`src/rtl/ahb_sink_master.sv`:
```
// Bridges a valid/ready sink request port onto AHB-Lite as single NONSEQ transfers.
// Two-stage AP/DP pipeline; an ERROR response parks the pending address phase for replay.
module ahb_sink_master #(
    parameter int ADDR_WIDTH = 32,
    parameter int DATA_WIDTH = 32
) (
    input  logic                  i_clk_sink,
    input  logic                  i_rst_sink,
    input  logic                  i_valid,
    input  logic                  i_rd0_wr1,
    input  logic [ADDR_WIDTH-1:0] i_addr,
    input  logic [DATA_WIDTH-1:0] i_wr_data,
    output logic                  o_ready,
    output logic [DATA_WIDTH-1:0] o_rd_data,
    output logic                  o_rd_valid,
    output logic                  o_err,
    output logic                  o_idle,
    output logic [ADDR_WIDTH-1:0] o_haddr,
    output logic                  o_hwrite,
    output logic [1:0]            o_htrans,
    output logic [2:0]            o_hsize,
    output logic [2:0]            o_hburst,
    output logic [DATA_WIDTH-1:0] o_hwdata,
    input  logic [DATA_WIDTH-1:0] i_hrdata,
    input  logic                  i_hready,
    input  logic                  i_hresp
);
    localparam logic [1:0] HTRANS_IDLE   = 2'b00;
    localparam logic [1:0] HTRANS_NONSEQ = 2'b10;

    typedef enum logic {ST_RUN, ST_ERR} state_t;

    state_t state, state_nxt;

    logic                  ap_valid;
    logic [DATA_WIDTH-1:0] ap_wdata;
    logic                  dp_valid;
    logic                  dp_write;
    logic                  rp_valid;
    logic                  rp_write;
    logic [ADDR_WIDTH-1:0] rp_addr;
    logic [DATA_WIDTH-1:0] rp_wdata;
    logic                  accept;
    logic                  ap_done;
    logic                  dp_done;
    logic                  err_enter;
    logic                  err_exit;

    assign o_htrans = ap_valid ? HTRANS_NONSEQ : HTRANS_IDLE;
    assign o_hsize  = 3'($clog2(DATA_WIDTH / 8));
    assign o_hburst = 3'b000;
    assign o_idle   = !ap_valid && !dp_valid && (state == ST_RUN) && !rp_valid;
    assign accept   = i_valid && o_ready;

    always_ff @(posedge i_clk_sink) begin
        if (i_rst_sink) begin
            state <= ST_RUN;
        end else begin
            state <= state_nxt;
        end
    end

    // ERROR is two cycles: HREADY low with HRESP flags entry, HREADY high with HRESP retires the DP
    always_comb begin
        state_nxt = state;
        o_ready   = 1'b0;
        ap_done   = 1'b0;
        dp_done   = 1'b0;
        err_enter = 1'b0;
        err_exit  = 1'b0;
        case (state)
            ST_RUN: begin
                o_ready = !ap_valid || i_hready;
                ap_done = ap_valid && i_hready;
                dp_done = dp_valid && i_hready;
                if (dp_valid && i_hresp && !i_hready) begin
                    err_enter = 1'b1;
                    state_nxt = ST_ERR;
                end
            end
            default: begin
                if (i_hready && i_hresp) begin
                    dp_done   = 1'b1;
                    err_exit  = 1'b1;
                    state_nxt = ST_RUN;
                end
            end
        endcase
    end

    always_ff @(posedge i_clk_sink) begin
        if (i_rst_sink) begin
            ap_valid   <= 1'b0;
            ap_wdata   <= '0;
            dp_valid   <= 1'b0;
            dp_write   <= 1'b0;
            rp_valid   <= 1'b0;
            rp_write   <= 1'b0;
            rp_addr    <= '0;
            rp_wdata   <= '0;
            o_haddr    <= '0;
            o_hwrite   <= 1'b0;
            o_hwdata   <= '0;
            o_rd_data  <= '0;
            o_rd_valid <= 1'b0;
            o_err      <= 1'b0;
        end else begin
            o_rd_valid <= 1'b0;
            o_err      <= 1'b0;

            if (dp_done) begin
                dp_valid   <= 1'b0;
                o_err      <= i_hresp;
                o_rd_valid <= !dp_write;
                if (!dp_write) begin
                    o_rd_data <= i_hresp ? '0 : i_hrdata;
                end
            end

            if (ap_done) begin
                dp_valid <= 1'b1;
                dp_write <= o_hwrite;
                o_hwdata <= ap_wdata;
            end

            // A request caught behind the failing DP (already in AP or accepted this edge) is parked
            if (err_enter) begin
                ap_valid <= 1'b0;
                rp_valid <= ap_valid || accept;
                if (ap_valid) begin
                    rp_addr  <= o_haddr;
                    rp_write <= o_hwrite;
                    rp_wdata <= ap_wdata;
                end else begin
                    rp_addr  <= i_addr;
                    rp_write <= i_rd0_wr1;
                    rp_wdata <= i_wr_data;
                end
            end else if (err_exit) begin
                ap_valid <= rp_valid;
                rp_valid <= 1'b0;
                if (rp_valid) begin
                    o_haddr  <= rp_addr;
                    o_hwrite <= rp_write;
                    ap_wdata <= rp_wdata;
                end
            end else if (accept) begin
                ap_valid <= 1'b1;
                o_haddr  <= i_addr;
                o_hwrite <= i_rd0_wr1;
                ap_wdata <= i_wr_data;
            end else if (ap_done) begin
                ap_valid <= 1'b0;
            end
        end
    end
endmodule

```
`config.mk`:
```
export PLATFORM = sky130hd
export DESIGN_NAME = ahb_sink_master
export DESIGN_NICKNAME = d
export VERILOG_FILES = /design/src/rtl/ahb_sink_master.sv
export SDC_FILE = /design/constraint.sdc
export NUM_CORES = 1
export LEC_CHECK = 0
export BUFFER_PORTS_ARGS = -buffer_cell sky130_fd_sc_hd__buf_2
export CAP_MARGIN = 15
export CORE_MARGIN = 2
export CORE_UTILIZATION = 48
export DETAILED_ROUTE_END_ITERATION = 7
export GPL_TIMING_DRIVEN = 0
export PLACE_DENSITY = 0.73
export SYNTH_ARGS = -nofsm -noshare
export SYNTH_HDL_FRONTEND = slang
export SYNTH_SLANG_ARGS = --single-unit
```
`constraint.sdc`:
```
create_clock -name i_clk_sink -period 1.7 [get_ports i_clk_sink]
set_clock_uncertainty 0.15 [all_clocks]
set_input_delay 0.255 -clock i_clk_sink [delete_from_list [all_inputs] [get_ports i_clk_sink]]
set_output_delay 0.255 -clock i_clk_sink [all_outputs]
set_load 0.01 [all_outputs]
```
==> metrics.md <==
| Metric | Value |
|---|---|
| Status | `finished, violations left` |
| CP max-delay cell | `dfxtp_2` |
| Part of the Yosys area used for sequential elements | `47.6%` |
| Crit-path max FO | `5` |
| Max Fclk | `569 MHz` |
| Final Setup Violations | `31` |
| Finished Cell Area | `12,500 µm²` |
| NumNets Final | `1,307` |
| Ys Warns | `0` |
| Setup slack, reg-to-reg | `-0.05 ns` |
| WP data required | `1.29 ns` |
| GR Overflow Total | `0` |
| Worst hold slack | `0.0944 ns` |
| Area leader, netlist | `dfxtp_1` |
| Root Buffer | `clkbuf_16` |
| Max cap viols | `0` |
| Die width | `137 µm` |
| Share of cells above drive strength 1 | `37.8%` |
| 1st-iter DRT viols | `495` |
| Hold path cells | `4` |
| H-Tree Level Count | `1` |
| Top cell type's share of synthesized area | `47.6%` |
| RR Startpoint | `state$_SDFF_PP0_` |
| Largest net degree at the start of global routing | `16` |
| GRT Overall Usage | `26.0%` |
| I/O Buffers | `200` |
| Worst Setup Start Kind | `flop` |
| Hold WC Path Type | `input port to flop` |
| Crit path cell chain | `buf_6 > nor4_4 > buf_4` |
| Fin. max-slew vios | `0` |
| Hold Vio Cnt, Final | `0` |
| Power Dens Cells | `943 nW/µm²` |
| Sw Share | `25.4%` |
| Initial Utilization | `49.1%` |
| Final wirelength | `26,300 µm` |
| Area Growth Syn to Fin | `48.0%` |
| RR Endpoint | `rp_addr[9]$_SDFFE_PP0P_` |
| I/O pin cnt | `211` |
| HP Start | `i_hready` |
| DRT Pass-1 Iters | `5` |
| First-pass GRT wire length | `39,200 µm` |
| Failing checks | `setup timing` |
| Synth area leaders | `dfxtp_1, mux2i_1, a211oi_1` |
| Hold EP | `dp_valid$_SDFFE_PP0P_` |
| Deepest clock path buffer count | `3` |
| Synthesized area per cell | `9.94 µm²` |
| Most common cell after layout, fill and taps aside | `buf_2` |
| Commonest non-fill, non-tap cells in the layout | `buf_2, dfxtp_1, mux2i_1, dlygate4sd3_1, a211oi_2` |
| N_diodes | `0` |
| WS Path Type | `flop to primary output` |
| Die area | `18,700 µm²` |
| Slew margin rel. | `52.1%` |
| TritonCTS buffer count | `22` |
| Gate Count Post-Synth | `851` |
| Crit-path max cell delay | `0.34 ns` |
| GP Congestion | `0.771` |
| Antenna violations before repair | `1` |
| Drc violations | `0` |
| Peak VDD IR | `0.000698 V` |
| Insertion delay to the later sink of the worst-skew pair | `0.50 ns` |
| Final ANT Viol Nets | `0` |
| CTS tree | `done` |
| Clock sinks | `201` |
| Register share of total power | `43.1%` |
| Util after Layout | `72.6%` |
| P_leak | `5.53 nW` |
| Clock Power Share | `41.6%` |
| FF-to-FF path depth | `8` |
| Sw Pwr | `3.00 mW` |
| Pint | `8.81 mW` |
| Rows | `48` |
| Cell variety after synth | `32` |
| Crit path capture type | `primary output` |
| CP Data Arrival Time | `1.35 ns` |
| Via count | `7,973` |
| Final Power | `11.8 mW` |
| Vias per cell | `5.52` |
| Cell Area, Synth | `8460 µm²` |
| Placeable Area | `17,200 µm²` |
| RSZ-0062 raised after global routing | `yes` |
| DP Wirelength | `16,000 µm` |
| Least-Margin Pin Slew | `0.718 ns` |
| Logic pwr share | `15.3%` |
| Fillcell total | `1,205` |
| Synthesized flop and latch total | `201` |
| Placed cell area | `9760 µm²` |
| Chip height | `137 µm` |
| Fin crit share | `103%` |
| Vias in the first global route | `7,614` |
| Min Tclk post-route | `1.76 ns` |
| Setup slack after layout | `-0.0581 ns` |
| Routed wire per std cell | `18.2 µm` |
| Reg clk slew, reported paths | `0.06 ns` |
worst max-delay path, delay by kind of cell (launching register included):
family	cells	cell delay, ns
DFF	1	0.34
buffers and inverters	2	0.32
and+or+nand+nor	1	0.20
area by class of cell:
| class | instances | area [µm²] | share of cell area (%) |
|---|---|---|---|
| clock buffers | 34 | 667 | 5.33 |
| inverters | 3 | 11.3 | 0.0899 |
| well taps | 225 | 282 | 2.25 |
| repair buffers | 330 | 2350 | 18.8 |
| flip-flops and latches | 201 | 4030 | 32.2 |
| multi-input cells | 559 | 4350 | 34.8 |
| plain buffers | 88 | 746 | 5.96 |
| clock inverters | 5 | 78.8 | 0.630 |
layer usage:
metal / GRT usage, % / vias to the layer above / wire [µm]
met2: 44.3 / 295 / 12700
met4: 7.35 / 0 / 616
met1: 33.6 / 3824 / 11300
met3: 4.85 / 54 / 1790
met5: 0 / - / 0
li1: - / 3800 / -
sequential cells by signal, indices dropped and copies added, names as in the netlist:
register,cells
ap_wdata,32
o_haddr,32
o_hwdata,32
o_rd_data,32
rp_addr,32
rp_wdata,32
ap_valid,1
dp_valid,1
dp_write,1
o_err,1
o_hwrite,1
o_rd_valid,1
rp_valid,1
rp_write,1
state,1
power groups by stage:
stage / Combinational [mW] / Sequential, mW / Clock (mW)
finish: 1.81 / 5.09 / 4.91
global route: 1.94 / 5.11 / 5.16
CTS: 1.61 / 5.07 / 4.95
detailed placement: 1.32 / 5.17 / 0
global placement: 1.31 / 5.17 / 0
floorplan: 0.828 / 5.18 / 0
metrics by stage:
stage,instances,TNS (ns),setup slack (ns)
2_1_floorplan,856,0,0.0670
3_3_place_gp,1281,-47.93,-0.376
3_5_place_dp,1281,-54.65,-0.423
4_1_cts,1431,-0.159,-0.0872
5_1_grt,1445,-4.75,-0.101
6_report,1445,-0.481,-0.0581
repair_timing:
item | in CTS | in global routing
setup endpoints to repair | 186 | 185
cloned | 1 | 7
gates resized for setup | 80 | 132
hold endpoints to repair | 139 | 0
pin swaps | 3 | 25
hold buffers | 101 | 0
setup buffers | 12 | 9
worst max-delay path by stage:
stage                                from  depth (start not counted)                   endpoint
floorplan           ap_valid$_SDFFE_PP0P_                          4                     o_idle
global placement    ap_valid$_SDFFE_PP0P_                          6  o_hwdata[21]$_SDFFE_PP0P_
detailed placement             i_rst_sink                          4  ap_wdata[23]$_SDFFE_PP0P_
CTS                 ap_valid$_SDFFE_PP0P_                          4                     o_idle
global route             state$_SDFF_PP0_                          3                     o_idle
finish                   state$_SDFF_PP0_                          3                     o_idle
Yosys cell counts, drive strengths merged:
| master | count |
|---|---|
| a21oi | 103 |
| nor2b | 2 |
| nor3 | 4 |
| or3 | 1 |
| nor4 | 1 |
| buf | 61 |
| a31oi | 2 |
| nand3 | 1 |
| nor3b | 1 |
| o211ai | 1 |
| nand2b | 2 |
| a211oi | 131 |
| nand2 | 69 |
| mux2i | 130 |
| a22o | 32 |
| and2 | 1 |
| or2 | 1 |
| inv | 3 |
| o21ai | 1 |
| o2bb2ai | 1 |
| nor2 | 67 |
| conb | 2 |
| nand3b | 1 |
| clkbuf | 32 |
| dfxtp | 201 |
kinds of logic (layout without fill, tap and decap cells):
| kind of cell | Yosys count | in the layout | share of synthesized area [%] |
|---|---|---|---|
| buffers and inverters | 96 | 460 | 5.86 |
| and+or+nand+nor | 151 | 151 | 7.31 |
| AOI/OAI and AO/OA | 271 | 271 | 23.8 |
| DFF | 201 | 201 | 47.6 |
| muxes | 130 | 130 | 15.4 |
| other | 2 | 7 | 0.0888 |
No activity file was read; power rests on OpenSTA's default activity.
